[src/rtl/weight_stream_reader.sv]
// weight_stream_reader: walks the weight BRAM from address 0..N_WEIGHTS-1 and presents
// each word on a valid/ready stream through a 2-entry FIFO. Rev 1.0
`default_nettype none
`timescale 1ns/1ps

module weight_stream_reader #(
  parameter int N_WEIGHTS = 28,
  parameter int ADDR_W    = 5,
  parameter int DATA_W    = 16
) (
  input  logic              CLK,
  input  logic              RST_N,
  input  logic              START,
  input  logic              ABORT,
  output logic              BUSY,
  output logic              DONE,
  output logic              BRAM_EN,
  output logic              BRAM_WE,
  output logic [ADDR_W-1:0] BRAM_ADDR,
  input  logic [DATA_W-1:0] BRAM_DO,
  output logic [DATA_W-1:0] W_DATA,
  output logic              W_VALID,
  input  logic              W_READY,
  output logic              W_LAST,
  output logic [ADDR_W-1:0] W_INDEX
);

  localparam logic [ADDR_W-1:0] LAST_ADDR = ADDR_W'(N_WEIGHTS - 1);

  typedef enum logic [1:0] {
    S_IDLE  = 2'd0,
    S_FETCH = 2'd1,
    S_DRAIN = 2'd2
  } state_e;

  state_e            state_q, state_d;
  logic [ADDR_W-1:0] iss_addr_q, iss_addr_d;
  logic              en_q, en_d;
  logic [ADDR_W-1:0] addr_q, addr_d;
  logic              done_q, done_d;
  logic [1:0]        cnt_q, cnt_d;
  logic [DATA_W-1:0] hd_data_q, hd_data_d, tl_data_q, tl_data_d;
  logic [ADDR_W-1:0] hd_idx_q, hd_idx_d, tl_idx_q, tl_idx_d;
  logic              hd_last_q, hd_last_d, tl_last_q, tl_last_d;

  logic              w_valid, w_pop, w_push, w_credit_ok, w_issue, w_new_last;
  logic [ADDR_W-1:0] w_iss_addr;
  logic [2:0]        w_occ;

  assign w_valid     = (cnt_q != 2'd0);
  assign w_pop       = w_valid & W_READY;
  assign w_push      = en_q;
  assign w_new_last  = (addr_q == LAST_ADDR);
  // Occupancy after this edge, counting the read already in flight.
  assign w_occ       = ({1'b0, cnt_q} + {2'b00, en_q}) - {2'b00, w_pop};
  assign w_credit_ok = (w_occ < 3'd2);

  always_comb begin
    state_d    = state_q;
    iss_addr_d = iss_addr_q;
    en_d       = 1'b0;
    addr_d     = addr_q;
    done_d     = 1'b0;
    w_issue    = 1'b0;
    w_iss_addr = iss_addr_q;
    case (state_q)
      S_IDLE: begin
        if (START) begin
          state_d    = S_FETCH;
          iss_addr_d = '0;
          w_iss_addr = '0;
          w_issue    = w_credit_ok;
        end
      end
      S_FETCH: w_issue = w_credit_ok;
      S_DRAIN: begin
        if (w_pop && W_LAST) begin
          state_d = S_IDLE;
          done_d  = 1'b1;
        end
      end
      default: state_d = S_IDLE;
    endcase
    if (w_issue) begin
      en_d       = 1'b1;
      addr_d     = w_iss_addr;
      iss_addr_d = w_iss_addr + 1'b1;
      if (w_iss_addr == LAST_ADDR) state_d = S_DRAIN;
    end
    if (ABORT) begin
      state_d    = S_IDLE;
      en_d       = 1'b0;
      done_d     = 1'b0;
      iss_addr_d = '0;
    end
  end

  always_comb begin
    cnt_d     = cnt_q;
    hd_data_d = hd_data_q;
    hd_idx_d  = hd_idx_q;
    hd_last_d = hd_last_q;
    tl_data_d = tl_data_q;
    tl_idx_d  = tl_idx_q;
    tl_last_d = tl_last_q;
    case ({w_push, w_pop})
      2'b10: begin
        cnt_d = cnt_q + 2'd1;
        if (cnt_q == 2'd0) begin
          hd_data_d = BRAM_DO; hd_idx_d = addr_q; hd_last_d = w_new_last;
        end else begin
          tl_data_d = BRAM_DO; tl_idx_d = addr_q; tl_last_d = w_new_last;
        end
      end
      2'b01: begin
        cnt_d     = cnt_q - 2'd1;
        hd_data_d = tl_data_q; hd_idx_d = tl_idx_q; hd_last_d = tl_last_q;
      end
      2'b11: begin
        if (cnt_q == 2'd1) begin
          hd_data_d = BRAM_DO; hd_idx_d = addr_q; hd_last_d = w_new_last;
        end else begin
          hd_data_d = tl_data_q; hd_idx_d = tl_idx_q; hd_last_d = tl_last_q;
          tl_data_d = BRAM_DO;   tl_idx_d = addr_q;   tl_last_d = w_new_last;
        end
      end
      default: ;
    endcase
    if (ABORT) cnt_d = 2'd0;
  end

  always_ff @(posedge CLK or negedge RST_N) begin
    if (!RST_N) begin
      state_q    <= S_IDLE;
      iss_addr_q <= '0;
      en_q       <= 1'b0;
      addr_q     <= '0;
      done_q     <= 1'b0;
      cnt_q      <= 2'd0;
      hd_data_q  <= '0;
      hd_idx_q   <= '0;
      hd_last_q  <= 1'b0;
      tl_data_q  <= '0;
      tl_idx_q   <= '0;
      tl_last_q  <= 1'b0;
    end else begin
      state_q    <= state_d;
      iss_addr_q <= iss_addr_d;
      en_q       <= en_d;
      addr_q     <= addr_d;
      done_q     <= done_d;
      cnt_q      <= cnt_d;
      hd_data_q  <= hd_data_d;
      hd_idx_q   <= hd_idx_d;
      hd_last_q  <= hd_last_d;
      tl_data_q  <= tl_data_d;
      tl_idx_q   <= tl_idx_d;
      tl_last_q  <= tl_last_d;
    end
  end

  assign BUSY      = (state_q != S_IDLE);
  assign DONE      = done_q;
  assign BRAM_EN   = en_q;
  assign BRAM_WE   = 1'b0;
  assign BRAM_ADDR = addr_q;
  assign W_DATA    = hd_data_q;
  assign W_INDEX   = hd_idx_q;
  assign W_VALID   = w_valid;
  assign W_LAST    = hd_last_q & w_valid;

endmodule

`default_nettype wire
[config.mk]
export PLATFORM = sky130hd
export DESIGN_NAME = weight_stream_reader
export DESIGN_NICKNAME = d
export VERILOG_FILES = /design/src/rtl/weight_stream_reader.sv
export SDC_FILE = /design/constraint.sdc
export NUM_CORES = 1
export LEC_CHECK = 0
export CAP_MARGIN = 20
export CORE_MARGIN = 5
export CORE_UTILIZATION = 31
export DETAILED_ROUTE_END_ITERATION = 8
export GPL_TIMING_DRIVEN = 0
export HOLD_SLACK_MARGIN = 0.08
export PLACE_DENSITY = 0.57
export SETUP_SLACK_MARGIN = 0.15
export SLEW_MARGIN = 25
export SYNTH_ARGS = -nofsm -noshare
export SYNTH_HDL_FRONTEND = slang
export SYNTH_SLANG_ARGS = --single-unit
[constraint.sdc]
create_clock -name CLK -period 3.9 [get_ports CLK]
set_input_delay 1.17 -clock CLK [delete_from_list [all_inputs] [get_ports CLK]]
set_output_delay 1.17 -clock CLK [all_outputs]
set_load 0.02 [all_outputs]
# Word-level counts from Yosys, hierarchy flattened
# Index checks and enable logic that the tools add are counted.
[classes] addsub=5 mul=0 div_mod_pow=0 magnitude_cmp=1 eq_ne=11 n_shift=0 mux=37 bitwise_logic=2 reduce_logical=10
[ops] op="$mux 16" count=4
[ops] op="$pmux 16 s3" count=1
[ops] op="$mux 5" count=8
[ops] op="$pmux 16 s2" count=1
[ops] op="$pmux 5 s3" count=1
[ops] op="$mux 2" count=6
[ops] op="$eq 5x5->1 const B" count=2
[ops] op="$mux 1" count=10
[ops] op="$pmux 5 s2" count=1
[ops] op="$eq 2x1->1 const B" count=3
[ops] op="$eq 2x2->1 const B" count=3
[ops] op="$ne 2x2->1 const B" count=3
[ops] op="$pmux 2 s3" count=1
[ops] op="$reduce_bool 2->1" count=3
[ops] op="$reduce_bool 3->1" count=2
[ops] op="$add 5x1->5 const B" count=1
[ops] op="$logic_not 2->1" count=2
[ops] op="$pmux 1 s2" count=2
[ops] op="$pmux 2 s2" count=1
[ops] op="$add 2x1->3" count=1
[ops] op="$lt 3x2->1 const B" count=1
[ops] op="$pmux 1 s3" count=1
[ops] op="$reduce_and 3->1" count=1
[ops] op="$sub 3x1->3" count=1
[ops] op="other kinds (5)" count=6
[totals] register_bits=60 latch_bits=0 ram_bits=0 romBits=0 input_bits=21 output_inout_bits=32 elab_cells=78 mem_count=0

# Longest topological paths before layout
[logic_depth] word_depth=8 mapped_depth=11 mapped_depth_nobuf=9

# Least setup slack after synthesis
# Ideal clock, no wire load.
[synth_path] path_kind="input -> register" start="input port W_READY" end="register iss_addr_q[4]" setup_time_ns=0.125 arrival_ns=3.179 t_required_ns=3.775 slack_ns=0.596 stages=9 n_path_buf=2 path_cell_list="nor2b_1 buf_2 buf_2 nor2_1 o21ai_0 fa_1 clkinv_1 nor4_1 mux2_2"
[synth_via] elab_chain_cells=7
[synth_lines] element="from (decl)" line="23" text="input logic W_READY,"
[synth_lines] element="$and 1x1->1 *" line="51" text="assign w_pop = w_valid & W_READY;"
[synth_lines] element="$sub 3x1->3 *" line="55" text="assign w_occ = ({1'b0, cnt_q} + {2'b00, en_q}) - {2'b00, w_pop};"
[synth_lines] element="$lt 3x2->1 *" line="56" text="assign w_credit_ok = (w_occ < 3'd2);"
[synth_lines] element="$mux 1" line="68" text="if (START) begin"
[synth_lines] element="$pmux 1 s2 *" line="66" text="case (state_q)"
[synth_lines] element="$mux 5 *" line="84" text="if (w_issue) begin"
[synth_lines] element="$mux 5 *" line="90" text="if (ABORT) begin"
[synth_lines] element="net iss_addr_d[4]" line="37" text="logic [ADDR_W-1:0] iss_addr_q, iss_addr_d;"
[synth_lines] element="to (signal assigned)" line="148" text="iss_addr_q <= iss_addr_d;"
[synth_lines] element="to (decl)" line="37"
# Mark *: on every way through the listed nets, which the timed path passes. The rest lies on a longest branch.
# A chain may end at the register's enable or synchronous reset.

# Worst setup path in the final report
# Same ends and word-level chain as after synthesis.

==> flow_summary_export.csv <==
group,metric,value,unit
run_status,status,"finished, final reports clean",
detailed_routing,wl_per_cell,15.9,um
yosys,synth_most_common_cell,"dfrtp_1",
worst_setup_path,required,4.12,ns
yosys,synth_top_family_by_area,"simple AND/OR/NAND/NOR gates",
cts,clk_pin_slew,0.07,ns
detailed_routing,routed_wl,7.03,mm
pwr,sw_frac_of_total,38.9,%
yosys,synth_top_area_share,53.0,%
floorplanning,dieWidth,106,um
grt,grt_pass1_vias,2239,
yosys,synth_cells,266,
worst_setup_path,cp-start-kind,"input port",
yosys,ys_ff_latch,60,
yosys,synthDistinctLibCells,46,
timing,slew_viol_final,0,
detailed_routing,drt_pass1_iterations,5,
final_layout,area.growth.synth_to_final,31.8,%
yosys,syn_nets,291,
floorplanning,num_rows,34,
placed_design,place_hpwl,4.97,mm
placed_design,portBuffers,50,
yosys,synth-adder-area-share,2.38,%
final_layout,antennaDiodeCount,0,
cts,htreeDepth,3,
yosys,synth_xor_area_share,1.41,%
final_layout,postLayoutCoreUtil,42.4,%
pwr,p_per_area,808,nW/um^2
timing,grt_setup_unrepaired,"false",
timing,setup-violations-final,0,
pwr,p_seq_share,33.5,%
timing,fmax,281,MHz
floorplanning,coreArea,8810,um^2
final_layout,fin_nets,353,
floorplanning,io_pins,53,
placed_design,gp_congestion,0.828,
yosys,ys.flop_type,"dfrtp_1",
pwr,internal_power,1.85,mW
cts,cts_tree,"done",
timing,hold_violations,0,
cts,numCtsBuffers,9,
yosys,synth-async-reset-ratio,100,%
pwr,leakagePower,1.51,nW
grt,grt_pass1_wl,11.6,mm
cts,ctsLongestPathBuffers,2,
cts,hold_buffers,0,
pwr,power.switching,1.17,mW
yosys,synth_area_leaders,"dfrtp_1 (53%), mux2_2 (10%), a31oi_1 (4.9%)",
detailed_routing,vias,2263,
hold_path,hp-class,"reg -> reg",
yosys,synth.top_cells.by_count,"dfrtp_1 (60), nor2_1 (27), mux2_2 (26), nand3_1 (26), o21ai_0 (26)",
yosys,synth_edf_count,0,
yosys,yosys.area_share.simple,14.0,%
timing,post-route-period-util,91.4,%
detailed_routing,drc,0,
pwr,p_total,3.02,mW
grt,antenna_found_initial,0,
job,maxCapViolCount,0,
pwr,clkPwrFrac,20.1,%
floorplanning,die_y,106,um
detailed_routing,routed_via_density,5.13,
grt,grt_usage,13.2,%
final_layout,final_area,3740,um^2
timing,worst_slew_pin_slew,0.598,ns
timing,fin_crit,3.56,ns
worst_setup_path,crit_path_end_kind,"flop",
yosys,synth-compound-area-share,13.8,%
floorplanning,initial_core_util,32.2,%
cts,cts_num_sinks,60,
floorplanning,die_area,11200,um^2
final_layout,drive_gt1_share,17.4,%
detailed_routing,drt_first_iter_violations,156,
placed_design,place_area,3500,um^2
yosys,synthMuxAreaShare,11.4,%
yosys,avgSynthCellArea,10.7,um^2
timing,fin_tns_setup,0,ns
detailed_routing,antenna_left,0,
cts,clock_latency,0.33,ns
cts,cts-root-buf,"clkbuf_8",
grt,grt.overflow.total,0,
timing,max_slew_margin,60.1,%
worst_setup_path,crit_arrival,3.79,ns
timing,fin_skew,0.0115,ns
yosys,synth_top_area_cell,"dfrtp_1",
grt,grt_max_degree,52,
yosys,yosys_warnings,0,
worst_setup_path,worstSetupPathType,"in -> reg",
worst_setup_path,worst-path-max-fanout,10,
yosys,seq_area_frac_synth,53.0,%
yosys,syn-cell-area,2840,um^2
pwr,pwr-share-comb,46.4,%
pwr,ir_worst_vdd,0.000259,V
==> per-layer routing <==
layer / routed length, um / share of wire, % / track usage, % / vias up
met3: 422 / 6.0 / 4.16 / 11
met2: 3240 / 46 / 20.1 / 56
met1: 3280 / 47 / 17.8 / 1107
met4: 85 / 1.2 / 4.35 / 0
met5: 0 / 0 / 0 / -
li1: - / - / - / 1089
==> flip-flops by register name, summed over array words and instances (netlist names) <==
register    count
BRAM_ADDR       5
BRAM_EN         1
DONE            1
W_DATA         16
W_INDEX         5
cnt_q           2
hd_last_q       1
iss_addr_q      5
state_q         2
tl_data_q      16
tl_idx_q        5
tl_last_q       1
==> kinds of logic after synthesis <==
| family | after synthesis |
|---|---|
| xor+xnor | 3 |
| flops | 60 |
| simple gates | 80 |
| other cells | 1 |
| fa+ha+maj | 5 |
| buf+inv | 25 |
| mux | 29 |
| compound gates | 63 |
==> worst max-delay path: stages <==
cell and delay, ns:
clkdlybuf4s50_1 0.47, nor2b_2 0.20, clkbuf_4 0.20, clkbuf_4 0.22, nor2_1 0.10, o21ai_1 0.08, fa_1 0.64, inv_4 0.09
nor4_2 0.26, mux2_2 0.36
==> power by group through the flow <==
| stage | logic (mW) | registers, mW | clock network [mW] |
|---|---|---|---|
| after floorplan | 0.743 | 1.13 | 0 |
| after CTS | 1.39 | 1.01 | 0.620 |
| after detailed placement | 1.38 | 1.03 | 0 |
| final | 1.40 | 1.01 | 0.607 |
| after global routing | 1.52 | 1.05 | 0.656 |
| after global placement | 1.37 | 1.02 | 0 |
==> path summary, 6_finish.rpt <==
check | endpoint | slack, ns | startpoint | cells after the start
max | iss_addr_q[4]$_DFF_PN0_ | 0.34 | W_READY | 10
min | tl_data_q[9]$_DFFE_PN0P_ | 0.49 | tl_data_q[9]$_DFFE_PN0P_ | 1
max reg2reg | iss_addr_q[4]$_DFF_PN0_ | 0.75 | cnt_q[1]$_DFFE_PN0P_ | 10
min reg2reg | tl_data_q[9]$_DFFE_PN0P_ | 0.49 | tl_data_q[9]$_DFFE_PN0P_ | 1
max in group asynchronous | BRAM_ADDR[4]$_DFFE_PN0N_ | 2.74 | RST_N | 2
min in group asynchronous | W_DATA[8]$_DFFE_PN0P_ | 0.66 | RST_N | 1
==> area by class of cell <==
cell class	count	area (um^2)
clock inverter	6	87.6
timing repair buffer	51	526
clock buffer	10	128
inverter	7	28.8
buffer	18	88.8
fill	848	5070
multi-input combinational	181	1240
sequential	60	1500
tap	108	135
==> placed cells by master (no fill, tap or decap), types with 2 or more instances in the layout <==
cell	instances
a21oi_1	3
o31ai_1	2
and3_1	2
inv_1	6
o311ai_0	2
clkdlybuf4s50_1	49
and2_1	3
ha_1	3
nand3_1	26
mux2i_1	2
nor4_1	3
clkbuf_4	2
a31oi_1	22
nand2b_1	2
buf_4	2
clkbuf_1	12
nand2_1	4
clkinv_2	2
mux2_2	26
o21ai_0	25
nor3b_1	2
nor2_1	26
clkbuf_8	9
buf_2	2
bufinv_16	2
nand4_1	3
dfrtp_1	60
==> metrics by stage <==
stage / cells / setup slack (ns) / hold WS [ns]
2_1_floorplan: 266 / 0.596 / 0.458
3_3_place_gp: 424 / -0.350 / 0.482
3_5_place_dp: 425 / -0.239 / 0.479
4_1_cts: 441 / 0.153 / 0.496
5_1_grt: 441 / 0.191 / 0.521
6_report: 441 / 0.336 / 0.492
==> repair_timing <==
| action | 4_1_cts | 5_1_grt |
|---|---|---|
| buffers inserted | 0 | 0 |
| setup endpoints to repair | 1 | 9 |
| gates resized for setup | 1 | 8 |
| pin swaps | 0 | 1 |
Power figures use the tool's default switching activity.
